--- config.mk ---
export PLATFORM = sky130hd
export DESIGN_NAME = genius_game_fsm
export DESIGN_NICKNAME = d
export VERILOG_FILES = /design/src/rtl/genius_pkg.sv /design/src/rtl/genius_lfsr.sv /design/src/rtl/genius_game_fsm.sv
export SDC_FILE = /design/constraint.sdc
export NUM_CORES = 1
export LEC_CHECK = 0
export CORE_MARGIN = 10
export CORE_UTILIZATION = 30
export CTS_BUF_LIST = sky130_fd_sc_hd__clkbuf_8 sky130_fd_sc_hd__clkbuf_16
export DETAILED_ROUTE_END_ITERATION = 8
export DONT_BUFFER_PORTS = 1
export MAX_ROUTING_LAYER = met4
export PLACE_DENSITY = 0.45
export SLEW_MARGIN = 10
export SYNTH_ARGS = -nofsm -noshare
export SYNTH_HDL_FRONTEND = slang
export SYNTH_SLANG_ARGS = --single-unit
--- constraint.sdc ---
create_clock -name CLK -period 4.5 [get_ports CLK]
set_clock_uncertainty 0.1 [all_clocks]
set_input_delay 0.675 -clock CLK [delete_from_list [all_inputs] [get_ports CLK]]
set_output_delay 0.675 -clock CLK [all_outputs]
set_load 0.05 [all_outputs]
--- src/rtl/genius_pkg.sv ---
`default_nettype none
// +----------------------------------------------------------------------+
// | Package   : genius_pkg                                                |
// | Brief     : Shared state encoding, button codes and LFSR taps for the |
// |             Genius (Simon) game controller.                           |
// | Revision  : 1.0 - initial parametrised release                        |
// +----------------------------------------------------------------------+
package genius_pkg;

  // Controller states; the encoding is visible on the STATE debug port.
  typedef enum logic [2:0] {
    IDLE  = 3'd0,
    GEN   = 3'd1,
    SHOW  = 3'd2,
    INPUT = 3'd3,
    WIN   = 3'd4,
    LOSE  = 3'd5
  } state_t;

  // Button codes delivered by the debounced decoder.
  localparam logic [3:0] BTN_NONE       = 4'd0;
  localparam logic [3:0] BTN_POWER      = 4'd1;
  localparam logic [3:0] BTN_COLOR_BASE = 4'd2;

  // Galois feedback mask for taps 16,14,13,11 (right-shifting form).
  localparam logic [15:0] LFSR_TAPS = 16'hB400;

endpackage
`default_nettype wire

--- src/rtl/genius_lfsr.sv ---
`default_nettype none
// +----------------------------------------------------------------------+
// | Module    : genius_lfsr                                               |
// | Brief     : Free-running 16-bit Galois LFSR that also reduces its low |
// |             byte to a colour index in 0..NUM_COLORS-1.                |
// | Revision  : 1.0 - initial parametrised release                        |
// +----------------------------------------------------------------------+
module genius_lfsr
  import genius_pkg::*;
#(
  parameter logic [15:0] SEED       = 16'hACE1,
  parameter int          NUM_COLORS = 4,
  localparam int         CW         = $clog2(NUM_COLORS)
) (
  input  logic          clk_i,
  input  logic          rst_i,
  output logic [CW-1:0] color_o
);

  logic [15:0] lfsr_q;
  logic [15:0] lfsr_d;

  // Next LFSR value: shift right, fold the outgoing bit back in via the taps.
  always_comb begin
    lfsr_d = {1'b0, lfsr_q[15:1]} ^ (lfsr_q[0] ? LFSR_TAPS : 16'h0000);
  end

  // LFSR register; steps every cycle, reloads SEED on reset.
  always_ff @(posedge clk_i or posedge rst_i) begin
    if (rst_i) begin
      lfsr_q <= SEED;
    end else begin
      lfsr_q <= lfsr_d;
    end
  end

  assign color_o = CW'(lfsr_q[7:0] % 8'(NUM_COLORS));

endmodule
`default_nettype wire

--- src/rtl/genius_game_fsm.sv ---
`default_nettype none
// +----------------------------------------------------------------------+
// | Module    : genius_game_fsm                                           |
// | Brief     : Genius (Simon) game controller. Grows a random colour     |
// |             sequence, plays it through the display timer handshake    |
// |             and checks the player's echo under an input timeout.      |
// | Revision  : 1.0 - initial parametrised release                        |
// +----------------------------------------------------------------------+
module genius_game_fsm
  import genius_pkg::*;
#(
  parameter int          NUM_COLORS = 4,
  parameter int          MAX_LEN    = 16,
  parameter logic [15:0] SEED       = 16'hACE1,
  localparam int         CW         = $clog2(NUM_COLORS),
  localparam int         LW         = $clog2(MAX_LEN + 1)
) (
  input  logic          CLK,
  input  logic          RESET,
  input  logic          R,
  input  logic [3:0]    B,
  input  logic [1:0]    C,
  input  logic          END_1,
  input  logic          END_2,
  output logic          START_1,
  output logic          START_2,
  output logic          VGA_FLAG,
  output logic [CW-1:0] VGA,
  output logic          VGA_WIN,
  output logic          VGA_LOSE,
  output logic [LW-1:0] LEVEL,
  output logic [2:0]    STATE
);

  localparam int IW = $clog2(MAX_LEN);

  // ---------------------------------------------------------------------
  // Registers
  // ---------------------------------------------------------------------
  logic          r_q;
  state_t        state_q;
  logic [LW-1:0] len_q;
  logic [LW-1:0] target_q;
  logic [IW-1:0] idx_q;
  logic [CW-1:0] seq_q [MAX_LEN];
  logic          start1_q;
  logic          start2_q;
  logic          flag_q;
  logic [CW-1:0] vga_q;
  logic          win_q;
  logic          lose_q;

  // ---------------------------------------------------------------------
  // Combinational helpers
  // ---------------------------------------------------------------------
  logic          w_press;
  logic          w_power;
  logic          w_is_color;
  logic          w_color_press;
  logic [CW-1:0] w_press_color;
  logic [CW-1:0] w_lfsr_color;
  logic [LW-1:0] w_target;
  logic [IW-1:0] w_last_idx;
  logic [IW-1:0] w_idx_inc;
  logic [IW-1:0] w_wr_idx;
  logic          w_at_last;
  logic          w_match;

  genius_lfsr #(
    .SEED       (SEED),
    .NUM_COLORS (NUM_COLORS)
  ) u_lfsr (
    .clk_i   (CLK),
    .rst_i   (RESET),
    .color_o (w_lfsr_color)
  );

  // A press is the rising edge of the button-valid level.
  assign w_press       = R & ~r_q;
  assign w_power       = w_press && (B == BTN_POWER);
  assign w_is_color    = (B != BTN_NONE) && (B >= BTN_COLOR_BASE) &&
                         ((B - BTN_COLOR_BASE) < 4'(NUM_COLORS));
  assign w_color_press = w_press && w_is_color;
  assign w_press_color = CW'(B - BTN_COLOR_BASE);

  // Difficulty maps to a quarter, half, three quarters or all of storage.
  assign w_target   = LW'((int'(C) + 1) * (MAX_LEN / 4));

  // len is at least 1 whenever idx is compared against the last position.
  assign w_last_idx = IW'(len_q - 1'b1);
  assign w_idx_inc  = IW'(idx_q + 1'b1);
  assign w_wr_idx   = IW'(len_q);
  assign w_at_last  = (idx_q == w_last_idx);
  assign w_match    = (w_press_color == seq_q[idx_q]);

  // Button level history for edge detection.
  always_ff @(posedge CLK or posedge RESET) begin
    if (RESET) begin
      r_q <= 1'b0;
    end else begin
      r_q <= R;
    end
  end

  // Sequence store: appended with a fresh random colour once per round.
  always_ff @(posedge CLK) begin
    if (state_q == GEN) begin
      seq_q[w_wr_idx] <= w_lfsr_color;
    end
  end

  // Game controller: state, counters and all registered outputs.
  always_ff @(posedge CLK or posedge RESET) begin
    if (RESET) begin
      state_q  <= IDLE;
      len_q    <= '0;
      target_q <= '0;
      idx_q    <= '0;
      start1_q <= 1'b0;
      start2_q <= 1'b0;
      flag_q   <= 1'b0;
      vga_q    <= '0;
      win_q    <= 1'b0;
      lose_q   <= 1'b0;
    end else begin
      start1_q <= 1'b0;
      start2_q <= 1'b0;
      if (w_power && (state_q != IDLE)) begin
        // POWER aborts any game in progress.
        state_q <= IDLE;
        len_q   <= '0;
        idx_q   <= '0;
        flag_q  <= 1'b0;
        vga_q   <= '0;
        win_q   <= 1'b0;
        lose_q  <= 1'b0;
      end else begin
        case (state_q)
          IDLE: begin
            if (w_power) begin
              target_q <= w_target;
              len_q    <= '0;
              idx_q    <= '0;
              state_q  <= GEN;
            end
          end
          GEN: begin
            len_q    <= len_q + 1'b1;
            idx_q    <= '0;
            state_q  <= SHOW;
            start1_q <= 1'b1;
            flag_q   <= 1'b1;
            // On the first round entry 0 is being written this very edge.
            vga_q    <= (len_q == '0) ? w_lfsr_color : seq_q[0];
          end
          SHOW: begin
            if (END_1) begin
              if (w_at_last) begin
                idx_q    <= '0;
                state_q  <= INPUT;
                start2_q <= 1'b1;
                flag_q   <= 1'b0;
                vga_q    <= '0;
              end else begin
                idx_q    <= w_idx_inc;
                start1_q <= 1'b1;
                vga_q    <= seq_q[w_idx_inc];
              end
            end
          end
          INPUT: begin
            // A colour press takes precedence over a coincident timeout.
            if (w_color_press) begin
              if (w_match) begin
                if (w_at_last) begin
                  idx_q <= '0;
                  if (len_q == target_q) begin
                    state_q <= WIN;
                    win_q   <= 1'b1;
                  end else begin
                    state_q <= GEN;
                  end
                end else begin
                  idx_q    <= w_idx_inc;
                  start2_q <= 1'b1;
                end
              end else begin
                state_q <= LOSE;
                lose_q  <= 1'b1;
              end
            end else if (END_2) begin
              state_q <= LOSE;
              lose_q  <= 1'b1;
            end
          end
          WIN, LOSE: begin
            // Result is held until POWER or RESET.
          end
          default: begin
            state_q <= IDLE;
          end
        endcase
      end
    end
  end

  assign START_1  = start1_q;
  assign START_2  = start2_q;
  assign VGA_FLAG = flag_q;
  assign VGA      = vga_q;
  assign VGA_WIN  = win_q;
  assign VGA_LOSE = lose_q;
  assign LEVEL    = len_q;
  assign STATE    = state_q;

endmodule
`default_nettype wire

== Yosys cells after proc, flatten, opt, wreduce, memory -nomap -nowiden ==
Memories as Yosys holds them, arrays and structs flattened.
Cells that the tools add are included.

* Memories: 1
* Input bits: 11
* RAM bits: 32
* Register bits after elaboration: 39
* Output and inout bits: 15
* Word-level logic and storage cells: 122

{| class="wikitable"
|+ Memories
! memory !! words !! bits a word !! read ports !! clocked after Yosys merged registers in !! write ports !! line !! RTL
|-
| seq_q || 16 || 2 || 3 || 0 || 1 || genius_game_fsm.sv:45 || <nowiki>logic [CW-1:0] seq_q [MAX_LEN];</nowiki>
|}

* $lt $le $gt $ge: 2
* Equal/unequal tests: 18
* Muxes and demuxes: 53
* Reduce and logical (&&, ||, !) cells: 27
* Bitwise operators: 4
* Add/subtract/negate cells: 5

{| class="wikitable"
|+ Operator list
! cell !! count
|-
| 2-to-1 mux 3 bit || 9
|-
| 2-to-1 mux 1 bit || 24
|-
| 2-to-1 mux 4 bit || 6
|-
| 2-to-1 mux 16 bit || 1
|-
| one-hot mux 4 bit (4 select lines) || 1
|-
| bitwise XOR 15 x 16 -> 16 bit || 1
|-
| != test 3 bit, second input constant || 5
|-
| one-hot mux 3 bit (5 select lines) || 1
|-
| nonzero test 3 bit || 4
|-
| 2-to-1 mux 5 bit || 2
|-
| one-hot mux 5 bit (2 select lines) || 1
|-
| AND reduction 5 bit || 2
|-
| nonzero test 2 bit || 5
|-
| AND reduction 3 bit || 3
|-
| 2-to-1 mux 2 bit || 4
|-
| == test 3 x 2 -> 1 bit, second input constant || 2
|-
| == test 3 bit, second input constant || 2
|-
| one-hot mux 1 bit (2 select lines) || 3
|-
| AND reduction 6 bit || 1
|-
| adder 5 x 1 -> 5 bit, second input constant || 1
|-
| == test 5 bit || 1
|-
| logical AND 1 bit || 5
|-
| zero test 5 bit || 1
|-
| != test 5 bit, second input constant || 1
|-
| 21 further kinds || 23
|}

== Logic depth before layout (Yosys ltp) ==
Gate-level depths: netlist (run 1).

* Word-level depth: 7
* Mapped depth: 9

== Modules after synthesis ==
Synthesis (run 1) repeated with hierarchy kept, for this count alone.

* Cell total of the unflattened synthesis: 266
* Area total of the unflattened synthesis: 3510.9 um2

{| class="wikitable"
|+ Modules (own cells, without submodules)
! module !! times used !! area an instance (um2) !! cells an instance
|-
| genius_game_fsm || 1 || 3055.4 || 244
|-
| genius_lfsr || 1 || 455.4 || 22
|}

== Least setup slack after synthesis (run 1) ==
Ideal clock, no wire load.

* Path kind: register -> register
* From: reg idx_q[0]
* To: reg idx_q[2]
* Clock period less this slack: 2.742 ns
* Arrival time: 2.516 ns
* Slack: 1.758 ns
* Data required time: 4.274 ns
* Stages on the path, launching flop included: 9
* Path through: dfrtp_1 buf_6 mux4_2 mux4_2 xnor2_1 a31oi_2 a31oi_4 o21a_1 a221o_1

* Longest elaborated chain between the ends: 6

{| class="wikitable"
|+ RTL lines
! element !! line !! RTL
|-
| start: declaration || genius_game_fsm.sv:44 || <nowiki>logic [IW-1:0] idx_q;</nowiki>
|-
| start signal: assignment || genius_game_fsm.sv:165 || <nowiki>idx_q <= w_idx_inc;</nowiki>
|-
| start signal: assignment || genius_game_fsm.sv:184 || <nowiki>idx_q <= w_idx_inc;</nowiki>
|-
| adder 4 x 1 -> 4 bit or == test 4 bit (tied branches) || genius_game_fsm.sv:91, genius_game_fsm.sv:93 ||
|-
| 2-to-1 mux 4 bit || genius_game_fsm.sv:158, genius_game_fsm.sv:175 ||
|-
| 2-to-1 mux 4 bit || genius_game_fsm.sv:174 || <nowiki>if (w_match) begin</nowiki>
|-
| 2-to-1 mux 4 bit || genius_game_fsm.sv:173 || <nowiki>if (w_color_press) begin</nowiki>
|-
| one-hot mux 4 bit (4 select lines) || genius_game_fsm.sv:138 || <nowiki>case (state_q)</nowiki>
|-
| 2-to-1 mux 4 bit || genius_game_fsm.sv:128 || <nowiki>if (w_power && (state_q != IDLE)) begin</nowiki>
|}

Parallel ways exist; a longest one is shown, timed or not. The select of a mux whose other input is x is not followed.
A chain may end at the register's enable or synchronous reset.

== Worst setup path in the final report (run 1) ==
* From: reg idx_q[0]
* To: reg state_q[2], in the netlist STATE[2]

* Longest elaborated chain between the ends: 6

{| class="wikitable"
|+ RTL lines
! element !! line !! RTL
|-
| memory (16 x 2 bit) || n/a ||
|-
| == test 2 bit || genius_game_fsm.sv:94 || <nowiki>assign w_match = (w_press_color == seq_q[idx_q]);</nowiki>
|-
| 2-to-1 mux 3 bit || genius_game_fsm.sv:174 ||
|-
| 2-to-1 mux 3 bit || genius_game_fsm.sv:173 ||
|-
| one-hot mux 3 bit (5 select lines) || genius_game_fsm.sv:138 ||
|-
| 2-to-1 mux 3 bit || genius_game_fsm.sv:128 ||
|-
| end signal: assignment || genius_game_fsm.sv:130 || <nowiki>state_q <= IDLE;</nowiki>
|-
| end signal: assignment || genius_game_fsm.sv:144 || <nowiki>state_q <= GEN;</nowiki>
|-
| end signal: assignment || genius_game_fsm.sv:178 || <nowiki>state_q <= WIN;</nowiki>
|-
| end: declaration || genius_game_fsm.sv:41 || <nowiki>state_t state_q;</nowiki>
|}

Parallel ways exist; a longest one is shown, timed or not.

==> results of run 1 <==
kinds of logic after synthesis:
logic type	synth area share
xor gates and xnor gates	0.0498
and+or+nand+nor	0.121
muxes	0.147
AOI/OAI and AO/OA	0.0786
buffers and inverters	0.0256
DFF	0.553
adders and majority gates	0.0249
worst max-delay path, delay by kind of cell (launching register included):
kind                   cells  cell delay, ps
AO/OA/AOI/OAI              4             870
buffers and inverters      1             290
flip-flops                 1             620
multiplexers               2             890
AND/OR/NAND/NOR            1             270
routing by layer:
layer / vias to the layer above / global-route usage
met3: 11 / 0.0323
li1: 1014 / -
met1: 1119 / 0.125
met2: 42 / 0.158
met4: 0 / 0.0404
met5: - / -
final timing paths:
kind | endpoint | slack (ps) | start
min | u_lfsr.lfsr_q[4] | 250 | RESET
max | STATE[2] | 1320 | idx_q[0]
max in group asynchronous | u_lfsr.lfsr_q[0] | 3680 | RESET
max reg2reg | STATE[2] | 1320 | idx_q[0]
min reg2reg | u_lfsr.lfsr_q[1] | 250 | u_lfsr.lfsr_q[2]
min in group CLK | u_lfsr.lfsr_q[1] | 250 | u_lfsr.lfsr_q[2]
cells in the final DEF (no fill, tap or decap), types with 9 or more instances in the layout:
cell type  synthesis  routed
edfxtp_1          32      32
dfrtp_1           31      31
nor2_1            28      28
mux4_2            17      17
nand2_1           14      14
xor2_1            11      11
mux2i_1            9       9
xnor2_1            9       9
nor3_1             9       9
clkbuf_16          0       9
flip-flops by register name, indices dropped and copies added (netlist names):
| register | cells |
|---|---|
| START_1 | 1 |
| VGA_LOSE | 1 |
| target_q | 3 |
| VGA_FLAG | 1 |
| idx_q | 4 |
| r_q | 1 |
| VGA | 2 |
| seq_q | 32 |
| STATE | 3 |
| VGA_WIN | 1 |
| u_lfsr.lfsr_q | 16 |
| LEVEL | 5 |
| START_2 | 1 |
power by group through the flow:
stage               logic (W)  clock network, W  registers, W
finish               0.000882          0.000691      0.000966
global placement     0.000886                 0      0.000982
floorplan            0.000641                 0       0.00103
detailed placement   0.000883                 0      0.000983
CTS                  0.000893          0.000706      0.000969
global route         0.000974          0.000737      0.000987
cell type report:
cell class                      instances  share of cell area
Sequential cell                        71               0.490
Multi-Input combinational cell        177               0.373
Clock buffer                            9              0.0567
Tap cell                              143              0.0450
Clock inverter                          7              0.0151
Timing Repair Buffer                    8              0.0151
Inverter                                6             0.00567
stage by stage:
stage / area, µm² / hold WS, ps / total power (W) / util
detailed placement: 3690 / 235 / 0.00187 / 0.322
global placement: 3690 / 234 / 0.00187 / 0.322
finish: 3980 / 248 / 0.00254 / 0.347
global route: 3980 / 251 / 0.00270 / 0.347
floorplan: 3520 / 231 / 0.00167 / -
CTS: 3980 / 249 / 0.00257 / 0.347
==> results.toml, run 1 <==
[power]
pwr-share-clk = 0.272
comb_power_share = 0.347
power_internal_w = 0.00149
power.sequential.fraction = 0.380
total_switching_power_w = 0.00104
power_density_nw_per_um2 = 639
peakVddDrop_uv = 377
power.switching_fraction = 0.411
leakage_power_figure_nw = 1.59

[clock_network]
ctsHoldBuffers = 0
cts_resized = 0
htree_levels = 3
cts-root-to-sink-buffers = 2
clkTransAtPathRegs_ps = 60
cts_tree = "done"
worst_skew_pair.late_latency_ps = 340
cts.root.buffer_cell = "clkbuf_16"
cts_sinks = 71
total_setup_buffers_inserted_after_cts = 0
cts_buffers = 9

[synthesis]
synthTopCellsByCount = "edfxtp_1 (32), dfrtp_1 (31), nor2_1 (28)"
synth-warning-count = 0
netlist.area_leader.share = 0.273
postSynthCellCount = 269
syn-cell-area_um2 = 3520
synth-seq-area-share = 0.553
synthFlopType = "edfxtp_1"
number_of_distinct_library_cell_variants_in_the_gate_level_netlist_after_synthesis = 54
synthMostInstantiatedCell = "edfxtp_1"
synth_enable_flop_cells = 32
post_syn_nets = 287
synth_area_leaders = "edfxtp_1 (27%), dfrtp_1 (22%), mux4_2 (11%)"
synth_area_per_cell_um2 = 13.1
synth-seq-cells = 71
asyncSetResetFlopFracSynth = 0.549
synthDominantAreaCellType = "edfxtp_1"

[placement]
final_hpwl_from_detailed_placement_mm = 5.64
io_buffers = 0
dpl_worst_slack_ps = 1350
cell_count_post_placement = 405
gpl.final_weighted_congestion = 0.786

[floorplan]
fp.dieW_um = 128
num_rows = 39
initial_utilization = 0.307
fp.dieH_um = 128
design.core.area_um2 = 11500
pin_count = 26
die_area_um2 = 16500

[worst_setup_path]
worst_path_largest_cell_delay_ps = 620
req_time_crit_path_ps = 4610
cp_data_arrival_time_ps = 3300
cp-start-kind = "flop"
cp-end-kind = "flop"
reg2regPathDepth = 8
timing.critical_path.slowest_stage_cell = "dfrtp_1"
worst-setup-path-type = "reg -> reg"
critical_path.cell_chain = "buf_4 -> mux4_2 -> nor4b_1 -> a2111oi_1 -> a31oi_2 -> a21boi_0 -> o21ai_1 -> mux2_1"
critical_path_fanouts_max = 11

[global_routing]
antenna_found_initial = 0
global_route.usage.total = 0.104
number_of_global_route_vias_before_repair = 2295
largest_net_degree_at_the_start_of_global_routing = 40
grt_overflow_total = 0
grt_first_pass_wirelength_mm = 12.9

[detailed_routing]
routed_wl_mm = 7.96
dr_iter_0_viols = 159
drt_pass1_iterations = 4
postRouteAntennaNets = 0
dr.max_layer_used = "met4"
vias_per_cell = 5.19
wl_met2_mm = 3.78
via_count = 2186
remaining_drc_errors = 0
detail_route.wirelength.met1_mm = 3.66
post_drt_wl_per_cell_um = 18.9
dr_wl_met3_um = 389

[timing]
layout_min_cycle_time_ps = 3180
hold_viol = 0
worst_pin_slew_ps = 859
setup_ws_ps = 1320
fmax_ghz = 0.314
finalMaxSlewViolations = 0
grt_setup_unrepaired = "false"
post-route-period-util = 0.708
setup_viol = 0
rel_slew_slack = 0.428
setup_tns_ps = 0

[finish]
layout.nets = 291
fillerInstances = 1132
final_layout_size_suffix_gt1_frac = 0.205
antenna_cells = 0
areaGrowthSynthToFinish_pct = 13.0
multiInputGateArea_um2 = 1480
layout.cells.non_filler = 421
final-seq-area_um2 = 1950

[job]
maxCapViolations = 0

[outcome]
result_of_the_run = "completed"

[hold_path]
min_path_type = "in -> async"
No activity file was read; power rests on OpenSTA's default activity.
==> run 2, diff against run 1 <==
- clock period: 4.5 -> 3.2 ns (I/O delays scaled with it)
==> results.toml, run 2 (synthesized netlist as in run 1, its figures left out) <==
[outcome]
result_of_the_run = "completed"

[worst_setup_path]
worst-setup-path-type = "reg -> reg"
timing.critical_path.slowest_stage_cell = "mux4_2"
critical_path_fanouts_max = 9
critical_path.cell_chain = "buf_4 -> mux4_2 -> and4_1 -> a2111oi_1 -> a31oi_2 -> a31oi_4 -> nor2_1 -> a221o_1"
worst_path_largest_cell_delay_ps = 510
cp-start-kind = "flop"
timing.rr.start = "idx_q[0]"
timing.rr.end = "idx_q[3]"
reg2regPathDepth = 8
timing.reg2reg.setup_slack_ps = 240
req_time_crit_path_ps = 3320
cp-end-kind = "flop"
cp_data_arrival_time_ps = 3080

[timing]
worst_pin_slew_ps = 986
layout_min_cycle_time_ps = 2960
setup_ws_ps = 239
hold_viol = 0
rel_slew_slack = 0.342
setup_tns_ps = 0
fmax_ghz = 0.338
post-route-period-util = 0.925
grt_setup_unrepaired = "false"
finalMaxSlewViolations = 0
setup_viol = 0

[finish]
layout.cells.most_common = "edfxtp_1"
layout.nets = 297
fin_util = 0.351
layout.cells.most_common_list = "edfxtp_1 (32), dfrtp_1 (30), nor2_1 (28), mux4_2 (17)"
multiInputGateArea_um2 = 1480
largest_reg_flops = 32
antenna_cells = 0
top_register = "seq_q"
fillerInstances = 1122
areaGrowthSynthToFinish_pct = 14.4
final-seq-area_um2 = 1950
final_layout_size_suffix_gt1_frac = 0.225

[clock_network]
cts_buffers = 9
cts_sinks = 71
ctsHoldBuffers = 0
worst_skew_pair.late_latency_ps = 330
cts.root.buffer_cell = "clkbuf_16"
htree_levels = 3
cts_tree = "done"
cts-root-to-sink-buffers = 2
clkTransAtPathRegs_ps = 60

[floorplan]
num_rows = 39
fp.dieH_um = 128
pin_count = 26
fp.dieW_um = 128
design.core.area_um2 = 11500
die_area_um2 = 16500
initial_utilization = 0.307

[power]
power.switching_fraction = 0.399
peakVddDrop_uv = 579
power.sequential.fraction = 0.359
power_density_nw_per_um2 = 894
total_switching_power_w = 0.00144
power_internal_w = 0.00216
leakage_power_figure_nw = 1.62
comb_power_share = 0.369
pwr-share-clk = 0.272

[detailed_routing]
postRouteAntennaNets = 0
drt_pass1_iterations = 4
via_count = 2197
post_drt_wl_per_cell_um = 18.5
vias_per_cell = 5.15
dr_iter_0_viols = 142
remaining_drc_errors = 0
routed_wl_mm = 7.88

[job]
maxCapViolations = 0

[global_routing]
grt_first_pass_wirelength_mm = 12.7
largest_net_degree_at_the_start_of_global_routing = 29
grt_overflow_total = 0
global_route.usage.total = 0.103
antenna_found_initial = 0
number_of_global_route_vias_before_repair = 2230

[placement]
io_buffers = 0
final_hpwl_from_detailed_placement_mm = 5.70
dpl_worst_slack_ps = 72.7
gpl.final_weighted_congestion = 0.781

[hold_path]
min_path_type = "in -> reg"
hold-path-endpoint = "r_q"
whs_path_depth = 0
hp-start = "R"
## run 2: changes by cell type in the layout (fill, tap and decap cells not counted)
cell | previous run | this run
inv_8 | 2 | 0
dfrtp_1 | 31 | 30
clkbuf_8 | 0 | 2
buf_4 | 8 | 14
dfrtp_2 | 0 | 1
## run 2: worst max path at each step
stage              from  endpoint  cells past startpoint
4_1_cts        idx_q[0]  idx_q[3]                      8
6_report       idx_q[0]  idx_q[3]                      8
3_5_place_dp   idx_q[0]  idx_q[3]                      8
3_3_place_gp   idx_q[0]  idx_q[2]                      8
5_1_grt        idx_q[0]  idx_q[2]                      8
2_1_floorplan  idx_q[0]  idx_q[2]                      8
## run 2: final cells by class
type / instances / share of cell area
timing repair buffer: 14 / 0.0261
clock inverter: 5 / 0.00932
sequential: 71 / 0.484
inverter: 6 / 0.00559
multi-input combinational: 177 / 0.368
clock buffer: 11 / 0.0628
tap: 143 / 0.0444
## run 2: stage by stage
stage / total power (W) / cell area [µm²] / std cells / hold WS [ps]
2_1_floorplan: 0.00235 / 3520 / 269 / 231
3_3_place_gp: 0.00266 / 3730 / 411 / 236
3_5_place_dp: 0.00265 / 3730 / 411 / 236
4_1_cts: 0.00364 / 4030 / 427 / 60.5
5_1_grt: 0.00381 / 4030 / 427 / 53.3
6_report: 0.00360 / 4030 / 427 / 67.8
## run 2: worst max-delay path: cells and delay by family, from the launching register on
| kind | cells | cell delay, ps |
|---|---|---|
| compound gates | 4 | 1210 |
| mux | 1 | 510 |
| flops | 1 | 500 |
| simple gates | 2 | 320 |
| buf+inv | 1 | 200 |
## run 2: power groups by stage
stage	registers (W)	logic [W]	clock network (W)
3_5_place_dp	0.00132	0.00134	0
5_1_grt	0.00132	0.00145	0.00105
6_report	0.00129	0.00133	0.000980
2_1_floorplan	0.00145	0.000901	0
4_1_cts	0.00130	0.00134	0.00100
3_3_place_gp	0.00131	0.00134	0
## run 2: per-layer routing
layer  wire (µm)  GRT usage  part of all wire
met1        3580      0.125              0.45
met2        3660      0.151              0.46
met3         520     0.0430             0.066
met4         123     0.0377             0.016
met5           0          -                 0
## run 2: timing repair
action	CTS	global route
endpoints found under the hold margin	0	0
resized for setup	0	1
setup buffers	0	0
endpoints found under the setup margin	0	7
